===== config.mk =====
export PLATFORM = sky130hd
export DESIGN_NAME = hilo_op_ctrl
export DESIGN_NICKNAME = d
export VERILOG_FILES = /design/src/rtl/hilo_pkg.sv /design/src/rtl/hilo_op_timer.sv /design/src/rtl/hilo_op_ctrl.sv
export SDC_FILE = /design/constraint.sdc
export NUM_CORES = 1
export LEC_CHECK = 0
export BUFFER_PORTS_ARGS = -buffer_cell sky130_fd_sc_hd__buf_2
export CAP_MARGIN = 20
export CORE_ASPECT_RATIO = 2
export CORE_MARGIN = 4
export CORE_UTILIZATION = 25
export DETAILED_ROUTE_END_ITERATION = 8
export SLEW_MARGIN = 20
export SYNTH_ARGS = -nofsm -noshare
export SYNTH_HDL_FRONTEND = slang
export SYNTH_SLANG_ARGS = --single-unit

===== constraint.sdc =====
create_clock -name clk -period 1.65 [get_ports clk]
set_input_delay 0.0825 -clock clk [delete_from_list [all_inputs] [get_ports clk]]
set_output_delay 0.0825 -clock clk [all_outputs]
set_load 0.005 [all_outputs]

===== src/rtl/hilo_pkg.sv =====
// Shared encodings for the HI/LO op controller.
package hilo_pkg;

    localparam int unsigned HILO_DATA_W = 32;

    typedef enum logic [1:0] {
        OP_MULT = 2'b00,
        OP_DIV  = 2'b01,
        OP_MTHI = 2'b10,
        OP_MTLO = 2'b11
    } op_e;

    typedef enum logic [1:0] {
        ST_IDLE  = 2'b00,
        ST_START = 2'b01,
        ST_WAIT  = 2'b10,
        ST_DONE  = 2'b11
    } state_e;

endpackage


===== src/rtl/hilo_op_timer.sv =====
// Watchdog counter for the WAIT phase; expired_o flags the last allowed cycle.
module hilo_op_timer #(
    parameter int unsigned TIMEOUT = 40,
    parameter int unsigned CNT_W   = 6
) (
    input  logic clk_i,
    input  logic rst_ni,
    input  logic clr_i,
    input  logic en_i,
    output logic expired_o
);

    localparam logic [CNT_W-1:0] LAST = CNT_W'(TIMEOUT - 1);

    logic [CNT_W-1:0] count_q, count_d;
    logic             expired_q, expired_d;

    // Next count: clear wins over enable; expiry is pre-computed so the flag is a flop.
    always_comb begin
        count_d = count_q;
        if (clr_i) begin
            count_d = '0;
        end else if (en_i) begin
            count_d = count_q + CNT_W'(1);
        end
        expired_d = (count_d == LAST);
    end

    // Counter and expiry registers.
    always_ff @(posedge clk_i or negedge rst_ni) begin
        if (!rst_ni) begin
            count_q   <= '0;
            expired_q <= 1'b0;
        end else begin
            count_q   <= count_d;
            expired_q <= expired_d;
        end
    end

    assign expired_o = expired_q;

endmodule


===== src/rtl/hilo_op_ctrl.sv =====
// Sequences MULT/DIV units, executes MTHI/MTLO and owns architectural HI/LO.
module hilo_op_ctrl
    import hilo_pkg::*;
#(
    parameter int unsigned DATA_W  = HILO_DATA_W,
    parameter int unsigned TIMEOUT = 40,
    parameter int unsigned CNT_W   = 6
) (
    input  logic              clk,
    input  logic              reset,
    input  logic              req,
    input  logic [1:0]        op,
    input  logic [DATA_W-1:0] a,
    input  logic [DATA_W-1:0] b,
    input  logic              flush,
    output logic              ready,
    output logic              busy,
    output logic [DATA_W-1:0] unit_a,
    output logic [DATA_W-1:0] unit_b,
    output logic              mul_start,
    output logic              div_start,
    input  logic [DATA_W-1:0] mul_hi,
    input  logic [DATA_W-1:0] mul_lo,
    input  logic              mul_done,
    input  logic [DATA_W-1:0] div_hi,
    input  logic [DATA_W-1:0] div_lo,
    input  logic              div_done,
    input  logic              div_zero,
    output logic [DATA_W-1:0] hi,
    output logic [DATA_W-1:0] lo,
    output logic              done,
    output logic              exc_div0,
    output logic              exc_timeout
);

    state_e            state_q;
    op_e               op_q;
    op_e               op_in;
    logic [DATA_W-1:0] unit_a_q, unit_b_q, hi_q, lo_q;
    logic              ready_q, busy_q;
    logic              mul_start_q, div_start_q;
    logic              done_q, exc_div0_q, exc_timeout_q;

    logic              tmr_clr, tmr_en, tmr_expired;
    logic              sel_done;
    logic [DATA_W-1:0] sel_hi, sel_lo;

    assign op_in   = op_e'(op);
    assign tmr_clr = (state_q == ST_START);
    assign tmr_en  = (state_q == ST_WAIT);

    hilo_op_timer #(
        .TIMEOUT (TIMEOUT),
        .CNT_W   (CNT_W)
    ) u_timer (
        .clk_i     (clk),
        .rst_ni    (reset),
        .clr_i     (tmr_clr),
        .en_i      (tmr_en),
        .expired_o (tmr_expired)
    );

    // Route completion and results from whichever unit owns the in-flight op.
    always_comb begin
        sel_done = mul_done;
        sel_hi   = mul_hi;
        sel_lo   = mul_lo;
        if (op_q == OP_DIV) begin
            sel_done = div_done;
            sel_hi   = div_hi;
            sel_lo   = div_lo;
        end
    end

    // Op sequencer: state, operand latches, HI/LO and all pulse outputs.
    always_ff @(posedge clk or negedge reset) begin
        if (!reset) begin
            state_q       <= ST_IDLE;
            op_q          <= OP_MULT;
            unit_a_q      <= '0;
            unit_b_q      <= '0;
            hi_q          <= '0;
            lo_q          <= '0;
            ready_q       <= 1'b1;
            busy_q        <= 1'b0;
            mul_start_q   <= 1'b0;
            div_start_q   <= 1'b0;
            done_q        <= 1'b0;
            exc_div0_q    <= 1'b0;
            exc_timeout_q <= 1'b0;
        end else begin
            mul_start_q   <= 1'b0;
            div_start_q   <= 1'b0;
            done_q        <= 1'b0;
            exc_div0_q    <= 1'b0;
            exc_timeout_q <= 1'b0;
            case (state_q)
                ST_IDLE: begin
                    if (req) begin
                        ready_q <= 1'b0;
                        busy_q  <= 1'b1;
                        case (op_in)
                            OP_MTHI: begin
                                hi_q    <= a;
                                done_q  <= 1'b1;
                                state_q <= ST_DONE;
                            end
                            OP_MTLO: begin
                                lo_q    <= a;
                                done_q  <= 1'b1;
                                state_q <= ST_DONE;
                            end
                            default: begin
                                unit_a_q    <= a;
                                unit_b_q    <= b;
                                op_q        <= op_in;
                                mul_start_q <= (op_in == OP_MULT);
                                div_start_q <= (op_in == OP_DIV);
                                state_q     <= ST_START;
                            end
                        endcase
                    end
                end
                ST_START: begin
                    // Unit done levels are stale here and deliberately not looked at.
                    if (flush) begin
                        state_q <= ST_IDLE;
                        ready_q <= 1'b1;
                        busy_q  <= 1'b0;
                    end else if (op_q == OP_DIV && div_zero) begin
                        done_q     <= 1'b1;
                        exc_div0_q <= 1'b1;
                        state_q    <= ST_DONE;
                    end else begin
                        state_q <= ST_WAIT;
                    end
                end
                ST_WAIT: begin
                    if (flush) begin
                        state_q <= ST_IDLE;
                        ready_q <= 1'b1;
                        busy_q  <= 1'b0;
                    end else if (sel_done) begin
                        hi_q    <= sel_hi;
                        lo_q    <= sel_lo;
                        done_q  <= 1'b1;
                        state_q <= ST_DONE;
                    end else if (tmr_expired) begin
                        done_q        <= 1'b1;
                        exc_timeout_q <= 1'b1;
                        state_q       <= ST_DONE;
                    end
                end
                default: begin
                    state_q <= ST_IDLE;
                    ready_q <= 1'b1;
                    busy_q  <= 1'b0;
                end
            endcase
        end
    end

    assign ready       = ready_q;
    assign busy        = busy_q;
    assign unit_a      = unit_a_q;
    assign unit_b      = unit_b_q;
    assign mul_start   = mul_start_q;
    // The divider's zero flag only settles once unit_b is latched, so it gates the pulse.
    assign div_start   = div_start_q & ~div_zero;
    assign hi          = hi_q;
    assign lo          = lo_q;
    assign done        = done_q;
    assign exc_div0    = exc_div0_q;
    assign exc_timeout = exc_timeout_q;

endmodule

==> results of run 1 <==
final timing paths:
path / endpoint / startpoint / depth (start not counted)
max: u_timer.expired_o$_DFF_PN0_ / state_q[0]$_DFFE_PN0P_ / 7
min: exc_div0$_DFF_PN0_ / div_zero / 4
max reg2reg: u_timer.expired_o$_DFF_PN0_ / state_q[0]$_DFFE_PN0P_ / 7
min reg2reg: hi[13]$_DFFE_PN0P_ / hi[13]$_DFFE_PN0P_ / 1
max in group asynchronous: hi[6]$_DFFE_PN0P_ / reset / 3
min in group asynchronous: mul_start$_DFF_PN0_ / reset / 2
state kept, by name, summed over array words and instances, names as in the netlist:
| signal | cells |
|---|---|
| busy | 1 |
| div_start_q | 1 |
| done | 1 |
| exc_div0 | 1 |
| exc_timeout | 1 |
| hi | 32 |
| lo | 32 |
| mul_start | 1 |
| op_q | 2 |
| ready | 1 |
| state_q | 2 |
| u_timer.count_q | 6 |
| u_timer.expired_o | 1 |
| unit_a | 32 |
| unit_b | 32 |
final cells by class:
cell class	instances	area share (%)
repair buffers	459	28.56
flip-flops and latches	146	32.92
clock buffers	22	4.181
clock inverters	9	0.9692
diodes	3	0.06762
well taps	348	3.922
inverters	7	0.2367
multi-input cells	415	29.14
placed cells by master, fill, tap and decap left out, types with 2 or more instances in the layout:
cell type,Yosys,final
buf_4,6,24
mux2_2,117,66
buf_6,7,6
clkinvlp_4,0,2
nor2b_1,2,2
inv_2,0,3
buf_2,16,334
o21ai_1,3,3
and2_1,2,2
buf_12,0,16
clkinv_4,0,2
a21oi_1,3,3
clkinv_2,0,3
mux2_4,9,65
a31oi_2,0,2
dlygate4sd3_1,0,68
clkbuf_8,0,2
dfrtp_1,145,145
nor2_2,0,5
a31oi_1,66,64
nand3b_1,3,3
diode_2,0,3
clkbuf_1,9,3
buf_8,0,3
buf_16,0,2
nand2_1,133,133
bufinv_16,0,2
nand4_1,3,3
clkbuf_16,0,23
nand3_4,0,2
ha_1,5,2
ha_4,0,3
xor2_1,2,2
a21o_1,2,2
nor2_1,43,37
inv_1,7,4
through the flow:
| step | setup TNS (ns) | hold WS, ns |
|---|---|---|
| after floorplan | -0.3139 | -0.2131 |
| after global placement | -11.25 | 0.001429 |
| after detailed placement | -15.15 | 0.002284 |
| after CTS | -7.070 | 0.01372 |
| after global routing | -13.78 | 0.05017 |
| final | -6.150 | 0.03570 |
logic make-up after synthesis:
family,after synthesis,share of synthesized area (%)
AND/OR/NAND/NOR,195,11.71
flip-flops,146,53.37
multiplexers,132,22.18
AO/OA/AOI/OAI,80,7.473
buffers and inverters,47,3.965
adder cells (fa/ha/maj),5,0.9136
XOR/XNOR,3,0.3838
critical path, stage by stage, from the launching register on:
cell	delay [ns]
dfrtp_1	0.39
inv_2	0.10
ha_4	0.25
buf_4	0.15
nand4_1	0.13
nor2_1	0.17
mux2_4	0.32
nor3b_1	0.14
power by group through the flow:
| stage | clock (W) | sequential (W) | combinational [W] |
|---|---|---|---|
| floorplan | 0 | 0.00636 | 0.00519 |
| global placement | 0 | 0.00622 | 0.00918 |
| detailed placement | 0 | 0.00626 | 0.00936 |
| CTS | 0.00391 | 0.00620 | 0.00997 |
| global route | 0.00404 | 0.00646 | 0.0116 |
| finish | 0.00377 | 0.00626 | 0.0108 |
routing by layer:
metal | up-vias | global-route usage, % | part of all wire [%]
li1 | 2998 | - | -
met1 | 3174 | 16.76 | 36
met2 | 259 | 30.59 | 55
met3 | 60 | 3.133 | 4.8
met4 | 0 | 8.333 | 4.1
met5 | - | 0 | 0
what timing repair did:
item / CTS / global route
setup buffers: 4 / 11
setup endpoints to repair: 131 / 126
hold endpoints to repair: 215 / 0
gates resized for setup: 18 / 66
hold buffers: 68 / 0
gates cloned: 3 / 8
pin swaps: 1 / 2
==> impl_metrics.yaml, run 1 <==
grt:
  track_usage_pct: 16.25
  antenna_found_initial: 3
  grt_pass1_vias: 6770
  grt_pass1_wl_um: 38070
  grt_max_degree: 50
  overflow: 0
pwr:
  p_int_w: 0.01357
  power.density_nw_per_um2: 1874
  comb_power_share_pct: 51.8
  p_clk_share_pct: 18.1
  p_leak_nw: 5.568
  finalPower_w: 0.02081
  switching_power_w: 0.007240
  irDropWorstVdd_v: 0.0007245
  switching_share_pct: 34.80
  pwr-share-seq_pct: 30.1
sta:
  rsz0062_at_grt: "true"
  hold_viol: 0
  setup_viol: 102
  relSlewSlack_pct: 76.78
  worstMarginPinSlew_ns: 0.3482
  period_share_pct: 107.3
  setup_slack_ns: -0.1205
  slew_viol_final: 0
  fmax_ghz: 0.5648
  fin_crit_ns: 1.770
  fin_worst_skew_ns: 0.009015
logic_synthesis:
  synthesis.nets: 814
  avgSynthCellArea_um2: 11.26
  syn-cell-area_um2: 6848
  ys.flop_type: "dfrtp_1"
  synth_top_area_share_pct: 52.99
  seq_area_frac_synth_pct: 53.37
  yosysMostFrequentCell: "dfrtp_1"
  async_flop_share_pct: 100.0
  yosys-top-cells-area: "dfrtp_1 (53%), mux2_2 (19%), nand2_1 (7.3%)"
  synthDistinctLibCells: 38
  synth_edf_count: 0
  synthCells: 608
  yosys_warnings: 0
  synth_area_leader_cell: "dfrtp_1"
  synth-seq-cells: 146
  netlist_top_cells_count: "dfrtp_1 (145), nand2_1 (133), mux2_2 (117), a31oi_1 (66), nor2_1 (43)"
clock_tree:
  cts_buffer_depth: 2
  clk_root_buffer_cell: "clkbuf_16"
  cts_htree_levels: 4
  cts_sinks: 146
  clk_pin_slew_ns: 0.06
  numCtsBuffers: 17
  clkLatencyLatePin_ns: 0.43
  cts_tree: "built"
detailed_routing:
  viasPerCell: 4.607
  initialDrtViolationCount: 314
  wirelength_um: 26440
  ant_nets: 0
  dr.pass1.iters: 5
  routed-via-count: 6491
  wire_per_inst_um: 18.77
  remaining_drc_errors: 0
job:
  cap_violations: 0
worst_setup_path:
  rrSetupSlack_ns: -0.12
  endpoint_kind: "register"
  cp_max_fo: 7
  arrival_ns: 2.08
  crit_type: "reg -> reg"
  start_kind: "register"
  required_ns: 1.96
placed_design:
  postPlaceCellArea_um2: 9145
  pre_cts_slack_ns: -0.1968
  hpwl_um: 18740
  globalplace.congestion: 0.9048
  io_buffers: 335
  dp.cells: 1282
floorplan:
  die_h_um: 242.1
  rows: 85
  core_area_um2: 27010
  start_util_pct: 25.35
  ioPinCount: 336
  die_area_um2: 30260
  die_x_um: 125.0
final_layout:
  final_cells: 1409
  area.sequential_um2: 3655
  drive_gt1_share_pct: 54.06
  syn2layout_area_growth_pct: 62.12
  nets: 1252
  fin_util_pct: 41.10
  postLayoutCellArea_um2: 11100
  multiInputGateArea_um2: 3236
  fillCellCount: 2646
run_status:
  violations: "setup timing"
  status: "finished, violations left"
hold_path:
  hold_path.class: "in -> reg"
(Power assumes the default switching activity.)
==> run 2: changes to the inputs <==
BUFFER_PORTS_ARGS = -buffer_cell sky130_fd_sc_hd__buf_4   (was -buffer_cell sky130_fd_sc_hd__buf_2)
CTS_BUF_LIST = sky130_fd_sc_hd__clkbuf_8   (was not set)
==> impl_metrics.yaml, run 2 (synthesized netlist as in run 1, its figures left out) <==
detailed_routing:
  wire_per_inst_um: 19.30
  dr.pass1.iters: 4
  dr_wl_met2_um: 16030
  met3WireLength_um: 1165
  initialDrtViolationCount: 219
  routed-via-count: 6651
  viasPerCell: 4.587
  ant_nets: 0
  wl_met1_um: 9557
  remaining_drc_errors: 0
  routed.top_layer: "met4"
  wirelength_um: 27990
floorplan:
  start_util_pct: 25.35
  die_h_um: 242.1
  die_x_um: 125.0
  rows: 85
  core_area_um2: 27010
  die_area_um2: 30260
  ioPinCount: 336
sta:
  fmax_ghz: 0.5477
  period_share_pct: 110.6
  setup_slack_ns: -0.1757
  setup_viol: 128
  worstMarginPinSlew_ns: 0.5422
  fin_crit_ns: 1.826
  relSlewSlack_pct: 63.85
  fin_worst_skew_ns: 0.01100
  rsz0062_at_grt: "true"
  hold_viol: 0
  fin_setup_tns_ns: -14.40
  slew_viol_final: 0
pwr:
  power.density_nw_per_um2: 1781
  finalPower_w: 0.02186
  p_leak_nw: 5.784
  irDropWorstVdd_v: 0.001081
grt:
  grt_pass1_wl_um: 41990
  antenna_found_initial: 1
  overflow: 0
  track_usage_pct: 18.17
  grt_max_degree: 53
  grt_pass1_vias: 7273
placed_design:
  dp.cells: 1285
  postPlaceCellArea_um2: 10000
  io_buffers: 335
  hpwl_um: 19600
  globalplace.congestion: 0.8649
final_layout:
  multiInputGateArea_um2: 3193
  postLayoutCellArea_um2: 12280
  final_common_cell: "buf_4"
  fin_util_pct: 45.44
  final_cell_mix: "buf_4 (361), dfrtp_1 (145), nand2_1 (133)"
  fillCellCount: 2536
  drive_gt1_share_pct: 55.31
  syn2layout_area_growth_pct: 79.26
  final_cells: 1450
  area.sequential_um2: 3655
  nets: 1294
worst_setup_path:
  required_ns: 2.01
  cp_num_buf_inv: 4
  path_cells: "buf_6, ha_4, buf_4, o211ai_4, nand3_4, buf_12, buf_12, mux2_4"
  cp_max_fo: 8
  cp_top_family: "buffers and inverters"
  arrival_ns: 2.18
  critical_path.max_stage_delay_ns: 0.41
  endpoint_kind: "register"
  start_kind: "register"
  path_common_cell: "buf_12"
  crit_type: "reg -> reg"
  critPathSlowestCell: "dfrtp_1"
clock_tree:
  cts_sinks: 146
  numCtsBuffers: 17
  cts_tree: "built"
  clk_root_buffer_cell: "clkbuf_8"
  clk_pin_slew_ns: 0.09
  cts_buffer_depth: 2
  cts_htree_levels: 4
  clkLatencyLatePin_ns: 0.48
job:
  cap_violations: 0
hold_path:
  hold_path.class: "in -> reg"
run_status:
  violations: "setup timing"
  status: "finished, violations left"
## run 2: cell types whose count changed in the layout (fill, tap and decap cells not counted), moves of 15 or more
cell | before | now
mux2_4 | 65 | 15
nor2_4 | 1 | 17
clkbuf_16 | 23 | 2
dlygate4sd3_1 | 68 | 100
mux2_2 | 66 | 114
nor2_1 | 37 | 15
buf_4 | 24 | 361
buf_2 | 334 | 0
clkbuf_8 | 2 | 17
## run 2: path summary, 6_finish.rpt
check | slack [ns] | to | startpoint | cells after the start
min in group asynchronous | 0.15 | unit_b[8]$_DFFE_PN0P_ | reset | 2
hold / removal | 0.05 | hi[10]$_DFFE_PN0P_ | div_hi[10] | 4
max in group asynchronous | 0.91 | hi[29]$_DFFE_PN0P_ | reset | 3
setup reg to reg | -0.18 | lo[14]$_DFFE_PN0P_ | state_q[1]$_DFFE_PN0P_ | 8
setup / recovery | -0.18 | lo[14]$_DFFE_PN0P_ | state_q[1]$_DFFE_PN0P_ | 8
hold reg to reg | 0.51 | hi[10]$_DFFE_PN0P_ | hi[10]$_DFFE_PN0P_ | 1
## run 2: where the power goes
group          total (W)  internal, W  switching [W]
registers        0.00627      0.00535       0.000922
logic             0.0124      0.00723        0.00520
clock network    0.00316      0.00166        0.00150
## run 2: final cells by class
cell class                      instances  area share, %
Tap cell                              348          3.547
Antenna cell                            1        0.02039
Clock buffer                           17          1.906
Clock inverter                         15          1.682
Multi-Input combinational cell        415          26.01
Timing Repair Buffer                  501          36.85
Inverter                                7         0.2140
Sequential cell                       146          29.77
## run 2: per-stage QoR
step / worst slack, ns / hold WS, ns
floorplan: -0.03402 / -0.2131
global placement: -0.1287 / 0.09023
global route: -0.2664 / 0.02278
CTS: -0.1520 / 0.0002487
finish: -0.1757 / 0.05301
detailed placement: -0.1470 / 0.08803
## run 2: worst register-to-register path: cells and delay by family, from the launching register on
kind	cells	cell delay, ns
flip-flops	1	0.41
multiplexers	1	0.31
adder cells (fa/ha/maj)	1	0.18
buffers and inverters	4	0.58
AO/OA/AOI/OAI	1	0.09
AND/OR/NAND/NOR	1	0.14
## run 2: what timing repair did
| item | 4_1_cts | 5_1_grt |
|---|---|---|
| pin swaps | 10 | 5 |
| endpoints found under the hold margin | 237 | 0 |
| buffers inserted | 18 | 6 |
| endpoints found under the setup margin | 132 | 136 |
| hold buffers | 100 | 0 |
| gates cloned | 9 | 2 |
| resized for setup | 73 | 13 |
## run 2: metal layers
layer  track usage, %  up-vias
li1                 -     3078
met1            17.97     3285
met2            35.36      233
met3            3.266       55
met4            9.132        0
met5                0        -
==> run 3: changes to the inputs <==
ABC_AREA = 1   (was not set)
CORE_UTILIZATION = 35   (was 25)
CTS_BUF_LIST = sky130_fd_sc_hd__clkbuf_2   (was sky130_fd_sc_hd__clkbuf_8)
PLACE_DENSITY = 0.65   (was not set)
==> impl_metrics.yaml, run 3 <==
logic_synthesis:
  synth_top_area_share_pct: 50.88
  async_flop_share_pct: 100.0
  netlist_top_cells_count: "nand2_1 (380), dfrtp_1 (145), o21ai_0 (134), nand3_1 (71), a21oi_1 (66)"
  synth_area_leader_cell: "dfrtp_1"
  ys.flop_type: "dfrtp_1"
  seq_area_frac_synth_pct: 51.25
  yosys_warnings: 0
  synth_edf_count: 0
  syn-cell-area_um2: 7132
  synth-seq-cells: 146
  synthCells: 922
  yosysMostFrequentCell: "nand2_1"
  yosys-top-cells-area: "dfrtp_1 (51%), nand2_1 (20%), o21ai_0 (9.4%)"
  avgSynthCellArea_um2: 7.735
  synthDistinctLibCells: 23
  synthesis.nets: 1128
detailed_routing:
  dr.pass1.iters: 6
  initialDrtViolationCount: 656
  ant_nets: 0
  wirelength_um: 33870
  wire_per_inst_um: 19.32
  viasPerCell: 5.053
  remaining_drc_errors: 0
  routed-via-count: 8858
grt:
  grt_pass1_vias: 9103
  grt_pass1_wl_um: 49250
  overflow: 0
  track_usage_pct: 28.27
  antenna_found_initial: 1
  grt_max_degree: 53
clock_tree:
  numCtsBuffers: 17
  clk_root_buffer_cell: "clkbuf_2"
  clk_pin_slew_ns: 0.25
  cts_buffer_depth: 2
  cts_tree: "built"
  cts_htree_levels: 4
  clkLatencyLatePin_ns: 0.71
  cts_sinks: 146
pwr:
  pwr-share-seq_pct: 30.4
  power.density_nw_per_um2: 1573
  comb_power_share_pct: 59.1
  irDropWorstVdd_v: 0.0007258
  p_clk_share_pct: 10.6
  p_int_w: 0.01161
  p_leak_nw: 6.649
  switching_share_pct: 43.25
  switching_power_w: 0.008844
sta:
  worstMarginPinSlew_ns: 0.4518
  fmax_ghz: 0.6107
  relSlewSlack_pct: 69.88
  setup_viol: 0
  slew_viol_final: 0
  period_share_pct: 99.24
  hold_viol: 0
  rsz0062_at_grt: "true"
  hold_slack_ns: 0.08224
  fin_setup_tns_ns: 0
  fin_worst_skew_ns: 0.04055
  fin_crit_ns: 1.637
worst_setup_path:
  arrival_ns: 2.23
  start_kind: "register"
  cp_max_fo: 6
  crit_type: "reg -> reg"
  required_ns: 2.24
  rrSetupSlack_ns: 0.01
  endpoint_kind: "register"
final_layout:
  syn2layout_area_growth_pct: 82.28
  area.sequential_um2: 3656
  nets: 1683
  fillCellCount: 1592
  drive_gt1_share_pct: 32.35
  postLayoutCellArea_um2: 13000
  final_common_cell: "buf_4"
  multiInputGateArea_um2: 3254
  final_cell_mix: "buf_4 (360), nand2_1 (345), dlygate4sd3_1 (207)"
floorplan:
  start_util_pct: 35.65
  core_area_um2: 20000
  ioPinCount: 336
  die_h_um: 209.9
  rows: 73
  die_area_um2: 22860
  die_x_um: 108.9
placed_design:
  io_buffers: 335
  globalplace.congestion: 0.8988
  postPlaceCellArea_um2: 10140
  hpwl_um: 22370
run_status:
  status: "completed"
hold_path:
  hold_path.class: "in -> reg"
job:
  cap_violations: 0
## run 3: cell count changes in the layout (fill, tap and decap cells not counted), moves of 70 or more
cell / previous run / this run
o21ai_0: 0 / 120
nand2_1: 133 / 345
nand3_1: 1 / 71
dlygate4sd3_1: 100 / 207
mux2_2: 114 / 0
## run 3: what timing repair did
action | in CTS | in global routing
cloned | 0 | 8
hold endpoints to repair | 285 | 0
resized for setup | 8 | 84
setup endpoints to repair | 47 | 131
pin swaps | 1 | 18
buffers inserted | 1 | 5
hold buffers | 208 | 0
## run 3: kinds of logic (layout without fill, tap and decap cells)
group / count (synthesis) / count (layout) / share of synthesized area, %
AND/OR/NAND/NOR: 476 / 476 / 26.67
AO/OA/AOI/OAI: 206 / 206 / 14.70
flip-flops: 146 / 146 / 51.25
buffers and inverters: 89 / 657 / 6.509
adder cells (fa/ha/maj): 5 / 5 / 0.8772
other: 0 / 1 / 0
## run 3: worst paths after layout
check / from / to / cells after the start
setup / recovery: state_q[0]$_DFFE_PN0P_ / hi[3]$_DFFE_PN0P_ / 10
hold / removal: b[13] / unit_b[13]$_DFFE_PN0P_ / 4
setup reg to reg: state_q[0]$_DFFE_PN0P_ / hi[3]$_DFFE_PN0P_ / 10
hold reg to reg: unit_b[2]$_DFFE_PN0P_ / unit_b[2]$_DFFE_PN0P_ / 2
max in group asynchronous: reset / hi[8]$_DFFE_PN0P_ / 4
min in group asynchronous: reset / unit_a[13]$_DFFE_PN0P_ / 4
## run 3: metrics by stage
stage	util (%)	std cells	total power [W]	worst slack, ns
after floorplan	-	922	0.01082	0.06506
after global placement	50.67	1498	0.01616	-0.05189
after detailed placement	50.67	1498	0.01629	-0.06225
after CTS	62.56	1739	0.01900	-0.008800
after global routing	64.99	1753	0.02188	-0.06656
final	64.99	1753	0.02045	0.01250
## run 3: metal layers
metal	vias to the layer above	track usage, %	wire, µm
met5	-	0	0
met4	0	18.61	2241
met3	132	4.709	2053
met2	428	50.19	17840
met1	4164	29.81	11740
li1	4134	-	-
## run 3: critical path: stages (launching register included)
cell	delay (ns)
dfrtp_1	0.43
inv_2	0.11
ha_4	0.21
inv_6	0.06
nor2_4	0.13
nand2_4	0.08
nand2_8	0.13
nand2_8	0.10
buf_12	0.16
nand2_2	0.05
nand2_1	0.04
## run 3: final cells by class
type / count / share of cell area, %
antenna: 1 / 0.01925
timing repair buffer: 601 / 41.66
sequential: 146 / 28.12
clock buffer: 18 / 0.6930
inverter: 24 / 0.7507
multi-input combinational: 687 / 25.03
tap: 262 / 2.522
clock inverter: 14 / 1.203
## run 3: power groups by stage
| stage | clock, W | combinational (W) | sequential (W) |
|---|---|---|---|
| global route | 0.00238 | 0.0131 | 0.00639 |
| finish | 0.00216 | 0.0121 | 0.00621 |
| floorplan | 0 | 0.00464 | 0.00618 |
| CTS | 0.00225 | 0.0106 | 0.00610 |
| global placement | 0 | 0.0100 | 0.00616 |
| detailed placement | 0 | 0.0101 | 0.00615 |
